<file path="src/rtl/alu_74382_pkg.sv">
`default_nettype none
// ============================================================================
// Module      : alu_74382_pkg
// Description : Shared definitions for the 74382-style ALU slice and its
//               serial, slice-at-a-time wrapper: select width, function
//               encodings, default widths and the sequencer state type.
// Revision    : 1.0 - initial release
// ============================================================================
package alu_74382_pkg;

    localparam int SELECT_W       = 3;
    localparam int UINT_16_W      = 16;
    localparam int ORIG_OPERAND_W = 4;

    // Function select encodings (S2 S1 S0) of the 74382.
    localparam logic [SELECT_W-1:0] OP_CLEAR   = 3'd0;
    localparam logic [SELECT_W-1:0] OP_B_SUB_A = 3'd1;
    localparam logic [SELECT_W-1:0] OP_A_SUB_B = 3'd2;
    localparam logic [SELECT_W-1:0] OP_ADD     = 3'd3;
    localparam logic [SELECT_W-1:0] OP_XOR     = 3'd4;
    localparam logic [SELECT_W-1:0] OP_OR      = 3'd5;
    localparam logic [SELECT_W-1:0] OP_AND     = 3'd6;
    localparam logic [SELECT_W-1:0] OP_PRESET  = 3'd7;

    typedef enum logic [1:0] {
        ST_IDLE = 2'd0,
        ST_RUN  = 2'd1,
        ST_DONE = 2'd2
    } t_seq_state;

    // True for the three functions that go through the internal adder.
    function automatic logic is_arith(input logic [SELECT_W-1:0] sel);
        return (sel == OP_B_SUB_A) || (sel == OP_A_SUB_B) || (sel == OP_ADD);
    endfunction

endpackage : alu_74382_pkg
`default_nettype wire

</file>
<file path="src/rtl/alu_74382.sv">
`default_nettype none
// ============================================================================
// Module      : alu_74382
// Description : Combinational model of one 74382 ALU slice.
//               Arithmetic functions form X + Y + Cn where X/Y are A/B with
//               the subtrahend inverted; logic functions ignore Cn.
// Ports       : i_sel  - function select
//               i_a    - operand A (W bits)
//               i_b    - operand B (W bits)
//               i_cn   - carry in (Cn)
//               o_f    - function result F
//               o_cn4  - carry out (Cn+4), 0 for non-arithmetic functions
//               o_ovr  - two's complement overflow, 0 for non-arithmetic
// Revision    : 1.0 - initial release
// ============================================================================
module alu_74382
    import alu_74382_pkg::*;
#(
    parameter int W = ORIG_OPERAND_W
) (
    input  logic [SELECT_W-1:0] i_sel,
    input  logic [W-1:0]        i_a,
    input  logic [W-1:0]        i_b,
    input  logic                i_cn,
    output logic [W-1:0]        o_f,
    output logic                o_cn4,
    output logic                o_ovr
);

    logic [W-1:0] w_x;
    logic [W-1:0] w_y;
    logic [W:0]   w_sum;
    logic         w_arith;
    logic         w_c_msb;

    // Operand conditioning: subtraction is addition of the one's complement,
    // so a borrow-free subtract needs Cn = 1.
    always_comb begin
        w_x = i_a;
        w_y = i_b;
        case (i_sel)
            OP_B_SUB_A: w_x = ~i_a;
            OP_A_SUB_B: w_y = ~i_b;
            default:    ;
        endcase
    end

    assign w_arith = is_arith(i_sel);
    assign w_sum   = {1'b0, w_x} + {1'b0, w_y} + {{W{1'b0}}, i_cn};

    // Carry into the sign bit, recovered from the sum bit and its operands.
    assign w_c_msb = w_x[W-1] ^ w_y[W-1] ^ w_sum[W-1];

    always_comb begin
        o_f = '0;
        case (i_sel)
            OP_CLEAR:   o_f = '0;
            OP_B_SUB_A: o_f = w_sum[W-1:0];
            OP_A_SUB_B: o_f = w_sum[W-1:0];
            OP_ADD:     o_f = w_sum[W-1:0];
            OP_XOR:     o_f = i_a ^ i_b;
            OP_OR:      o_f = i_a | i_b;
            OP_AND:     o_f = i_a & i_b;
            OP_PRESET:  o_f = '1;
            default:    o_f = '0;
        endcase
    end

    assign o_cn4 = w_arith & w_sum[W];
    assign o_ovr = w_arith & (w_c_msb ^ w_sum[W]);

endmodule : alu_74382
`default_nettype wire

</file>
<file path="src/rtl/alu_74382_seq.sv">
`default_nettype none
// ============================================================================
// Module      : alu_74382_seq
// Description : CHAIN_W-wide 74382 operation computed serially with a single
//               SLICE_W slice, least-significant slice first. The carry
//               register links consecutive slices exactly like a physical
//               Cn+4 -> Cn cascade. Fixed latency of NSLICE cycles from
//               acceptance to out_valid; result held until consumed.
// Ports       : clk, rst      - clock (rising edge), async active-high reset
//               in_valid/in_ready    - request handshake
//               in_sel, in_a, in_b   - function select and operands
//               in_carry             - carry into slice 0
//               out_valid/out_ready  - result handshake
//               out_result           - assembled F
//               out_overflow         - OVR of the last slice
//               out_carry            - Cn+4 of the last slice
// Options     : STICKY_OVF_EN adds ovf_clr (in) and ovf_sticky (out); the
//               sticky flag sets on every consumed overflowing result and is
//               cleared by ovf_clr, with set taking priority.
// Revision    : 1.0 - initial release
// ============================================================================
module alu_74382_seq
    import alu_74382_pkg::*;
#(
    parameter int CHAIN_W = UINT_16_W,
    parameter int SLICE_W = ORIG_OPERAND_W
) (
    input  logic                clk,
    input  logic                rst,
    input  logic                in_valid,
    output logic                in_ready,
    input  logic [SELECT_W-1:0] in_sel,
    input  logic [CHAIN_W-1:0]  in_a,
    input  logic [CHAIN_W-1:0]  in_b,
    input  logic                in_carry,
    output logic                out_valid,
    input  logic                out_ready,
    output logic [CHAIN_W-1:0]  out_result,
    output logic                out_overflow,
    output logic                out_carry
`ifdef STICKY_OVF_EN
    ,
    input  logic                ovf_clr,
    output logic                ovf_sticky
`endif
);

    localparam int NSLICE = CHAIN_W / SLICE_W;
    localparam int CNT_W  = (NSLICE > 1) ? $clog2(NSLICE) : 1;
    localparam logic [CNT_W-1:0] C_LAST = CNT_W'(NSLICE - 1);

    if ((CHAIN_W % SLICE_W) != 0) begin : g_width_check
        $error("alu_74382_seq: CHAIN_W must be a multiple of SLICE_W");
    end

    t_seq_state            r_state;
    logic [SELECT_W-1:0]   r_sel;
    logic [CHAIN_W-1:0]    r_a;
    logic [CHAIN_W-1:0]    r_b;
    logic [CHAIN_W-1:0]    r_result;
    logic                  r_carry;
    logic                  r_ovf;
    logic [CNT_W-1:0]      r_cnt;

    logic [31:0]           w_base;
    logic [SLICE_W-1:0]    w_a_slice;
    logic [SLICE_W-1:0]    w_b_slice;
    logic [SLICE_W-1:0]    w_f;
    logic                  w_cn4;
    logic                  w_ovr;

    // Bit offset of the slice currently being processed.
    assign w_base    = 32'(r_cnt) * 32'(SLICE_W);
    assign w_a_slice = r_a[w_base +: SLICE_W];
    assign w_b_slice = r_b[w_base +: SLICE_W];

    alu_74382 #(
        .W      (SLICE_W)
    ) u_slice (
        .i_sel  (r_sel),
        .i_a    (w_a_slice),
        .i_b    (w_b_slice),
        .i_cn   (r_carry),
        .o_f    (w_f),
        .o_cn4  (w_cn4),
        .o_ovr  (w_ovr)
    );

    // Sequencer. The carry register doubles as the inter-slice Cn and, once
    // the last slice is written, as the visible Cn+4; likewise the overflow
    // register keeps only the final slice's OVR.
    always_ff @(posedge clk or posedge rst) begin
        if (rst) begin
            r_state  <= ST_IDLE;
            r_sel    <= '0;
            r_a      <= '0;
            r_b      <= '0;
            r_result <= '0;
            r_carry  <= 1'b0;
            r_ovf    <= 1'b0;
            r_cnt    <= '0;
        end else begin
            case (r_state)
                ST_IDLE: begin
                    if (in_valid) begin
                        r_sel   <= in_sel;
                        r_a     <= in_a;
                        r_b     <= in_b;
                        r_carry <= in_carry;
                        r_cnt   <= '0;
                        r_state <= ST_RUN;
                    end
                end
                ST_RUN: begin
                    r_result[w_base +: SLICE_W] <= w_f;
                    r_carry <= w_cn4;
                    r_ovf   <= w_ovr;
                    r_cnt   <= r_cnt + CNT_W'(1);
                    if (r_cnt == C_LAST) begin
                        r_state <= ST_DONE;
                    end
                end
                ST_DONE: begin
                    // Returning to IDLE first keeps in_ready low in the
                    // consumption cycle.
                    if (out_ready) begin
                        r_state <= ST_IDLE;
                    end
                end
                default: r_state <= ST_IDLE;
            endcase
        end
    end

    assign in_ready     = (r_state == ST_IDLE);
    assign out_valid    = (r_state == ST_DONE);
    assign out_result   = r_result;
    assign out_overflow = r_ovf;
    assign out_carry    = r_carry;

`ifdef STICKY_OVF_EN
    logic r_ovf_sticky;

    always_ff @(posedge clk or posedge rst) begin
        if (rst) begin
            r_ovf_sticky <= 1'b0;
        end else if ((r_state == ST_DONE) && out_ready && r_ovf) begin
            r_ovf_sticky <= 1'b1;
        end else if (ovf_clr) begin
            r_ovf_sticky <= 1'b0;
        end
    end

    assign ovf_sticky = r_ovf_sticky;
`endif

endmodule : alu_74382_seq
`default_nettype wire
</file>
<file path="config.mk">
export PLATFORM = sky130hd
export DESIGN_NAME = alu_74382_seq
export DESIGN_NICKNAME = d
export VERILOG_FILES = /design/src/rtl/alu_74382_pkg.sv /design/src/rtl/alu_74382.sv /design/src/rtl/alu_74382_seq.sv
export SDC_FILE = /design/constraint.sdc
export NUM_CORES = 1
export LEC_CHECK = 0
export ABC_CLOCK_PERIOD_IN_PS = 3450
export BUFFER_PORTS_ARGS = -buffer_cell sky130_fd_sc_hd__buf_2
export CAP_MARGIN = 10
export CORE_ASPECT_RATIO = 2
export CORE_MARGIN = 2
export CORE_UTILIZATION = 55
export CTS_CLUSTER_SIZE = 25
export DETAILED_ROUTE_END_ITERATION = 12
export GPL_TIMING_DRIVEN = 0
export PLACE_DENSITY = 0.79
export SLEW_MARGIN = 20
export SYNTH_ARGS = -nofsm -noshare
export SYNTH_HDL_FRONTEND = slang
export SYNTH_HIERARCHICAL = 1
export SYNTH_SLANG_ARGS = --single-unit
export TNS_END_PERCENT = 5
</file>
<file path="constraint.sdc">
create_clock -name clk -period 3.45 [get_ports clk]
set_input_delay 0.5175 -clock clk [delete_from_list [all_inputs] [get_ports clk]]
set_output_delay 0.5175 -clock clk [all_outputs]
set_load 0.1 [all_outputs]
</file>
==> results.ini <==
[min_path]
min_path_type = in2async

[detailed_routing]
first_iter_violations = 59
final_antenna_net_count = 0
wirelength_um = 6184
drt_first_pass_iters = 4
drc = 0
post_drt_wl_per_cell_um = 16.62
vias = 2089
viasPerCell = 5.616

[yosys]
synth.net_count = 296
netlist_area_um2 = 3088
netlist_instances = 238
synth.top_cell.area_share = 0.4619
synth_top_area_cell = dfrtp_1
synth_warnings = 6
synthTopCellsByArea = dfrtp_1 (46%), mux2_2 (13%), ha_1 (6.5%), mux4_2 (5.8%), a22o_1 (3.4%)
ys_seq_elements = 57
yosysSeqAreaShare = 0.4619
avgSynthCellArea_um2 = 12.97
synth_cell_types = 34

[global_route]
grt_pass1_vias = 2170
grt_antenna_before_repair = 0
grt_pass1_wl_um = 10230
grt_overflow_total = 0
grtUsageTotal = 0.2236
grt_max_degree = 58

[layout]
multi_input_area_um2 = 1518
num-fill-cells = 423
seqCellArea_um2 = 1426
drive_above_1_share = 0.4583
area_delta_synth_final_pct = 18.68
final_cell_count_no_fill = 372
design_area_um2 = 3665
mostFrequentLayoutCell = buf_2
antenna_cells = 0
nets = 366
final_cell_mix = buf_2 (61), dfrtp_1 (57), mux2_2 (37), inv_1 (16), ha_1 (16)

[clock_network]
clockRootBuffer = clkbuf_8
clk_latency_ns = 0.34
postCtsHoldBufs = 0
clkSinkCount = 57
cts_buffer_depth = 2
cts_tree = built
h-tree-depth = 3
clk_pin_slew_ns = 0.06
numCtsBuffers = 9

[placement]
place_inst = 357
place_congestion = 0.8653
dpl.hpwl_um = 4760
port_buffers = 59
place_area_um2 = 3461

[setup_path]
r2r-start = r_cnt[0]$_DFFE_PP0P_
crit_required_ns = 3.74
cp_max_fo = 10
critPathCaptureType = flop
cp_common_cell = fa_1
critPathMaxStageDelay_ns = 0.58
cp_slowest_cell = mux4_2
critical_path_class = reg2reg
worstSetupStartpointType = flop
cp_data_arrival_time_ns = 3.56
critPathLaunch = r_cnt[0]$_DFFE_PP0P_
worstPathCellList = buf_4 -> mux4_2 -> xnor2_1 -> fa_1 -> fa_1 -> nand2b_1 -> a21oi_1 -> nor2b_1 -> a22oi_1 -> nand2_1

[floorplanning]
rows = 38
die_w_um = 56.99
core_area_um2 = 5420
dieArea_um2 = 6266
die_y_um = 110.0
start_util = 0.5697
ioPinCount = 60

[run]
cap_viol_max_count = 0

[run_status]
outcome = finished clean

[timing]
fin_skew_ns = 0.007764
max-slew-margin-rel = 0.5502
drv_slew = 0
whs_ns = 0.2759
hold_violations = 0
min_period_ns = 3.271
fin_crit_sh = 0.9481
fmax_mhz = 305.7
worst_slew_pin_slew_ns = 0.6747
rsz0062_at_grt = false
setup_violations = 0

## layer usage
metal	GRT usage	up-vias	wire length, um
li1	-	992	-
met1	0.2199	1028	2201
met2	0.4113	55	3530
met3	0.06706	14	270
met4	0.1146	0	183
met5	0	-	0
## critical path: cells and delay by family, from the launching register on
kind	cells	cell delay [ns]
AND/OR/NAND/NOR	3	0.48
AO/OA/AOI/OAI	2	0.32
buffers and inverters	1	0.28
multiplexers	1	0.58
flip-flops	1	0.50
adder cells (fa/ha/maj)	2	0.87
XOR/XNOR	1	0.17
## registers in the layout, summed over array words and instances (netlist names)
| name | cells |
|---|---|
| out_carry | 1 |
| out_overflow | 1 |
| out_result | 16 |
| r_a | 16 |
| r_b | 16 |
| r_cnt | 2 |
| r_sel | 3 |
| r_state | 2 |
## repair_timing
item                                    CTS  global route
endpoints found under the setup margin    8            14
setup buffers                             0             0
resized for setup                         2             3
## stage by stage
stage                     setup TNS [ns]  utilization  setup slack [ns]
after CTS                              0       0.6757           0.01495
final                                  0       0.6761            0.1789
after floorplan                        0            -            0.4813
after global placement           -0.5334       0.6380           -0.1402
after global routing                   0       0.6761          0.006949
after detailed placement         -0.8970       0.6385           -0.1726
## path summary, 6_finish.rpt
kind	endpoint	slack, ns	depth (start not counted)
worst max-delay path	out_carry$_DFFE_PP0P_	0.18	10
worst min-delay path	r_state[1]$_DFFE_PP0P_	0.28	2
worst max register to register	out_carry$_DFFE_PP0P_	0.18	10
worst min register to register	out_overflow$_DFFE_PP0N_	0.48	2
max in group asynchronous	r_a[13]$_DFFE_PP0P_	2.72	2
min in group clk	r_state[1]$_DFFE_PP0P_	0.36	2
## kinds of logic (layout without fill, tap and decap cells)
kind of cell | count (synthesis) | in the layout | share of synthesized area
buffers and inverters | 27 | 101 | 0.04862
DFF | 57 | 57 | 0.4619
xor gates and xnor gates | 11 | 11 | 0.03120
AOI/OAI and AO/OA | 37 | 37 | 0.08793
and+or+nand+nor | 43 | 43 | 0.09928
muxes | 45 | 45 | 0.1933
adders and majority gates | 18 | 18 | 0.07780
## layout make-up
class / count / share of cell area
clock buffers: 12 / 0.04234
clock inverters: 3 / 0.01093
plain buffers: 10 / 0.02424
flip-flops and latches: 57 / 0.3892
inverters: 17 / 0.01809
repair buffers: 59 / 0.08057
well taps: 60 / 0.02048
multi-input cells: 154 / 0.4141
## Yosys cell counts, drive strengths merged
cell type,instances
nor3b,2
nor2,7
nor4bb,1
a22o,16
nor2b,3
nor3,2
fa,2
inv,17
a221oi,1
and2b,2
xnor2,10
o22ai,2
a22oi,1
nand3b,3
ha,16
nor4,3
or3b,2
xor2,1
mux4,8
mux2,37
nand2b,3
buf,10
o21ai,8
a21oi,4
o211ai,3
nand2,15
dfrtp,57
o21bai,2
Power is left out: the tool's default activity adds up to more than one toggle a clock period on the data nets, which glitch-free logic cannot reach.
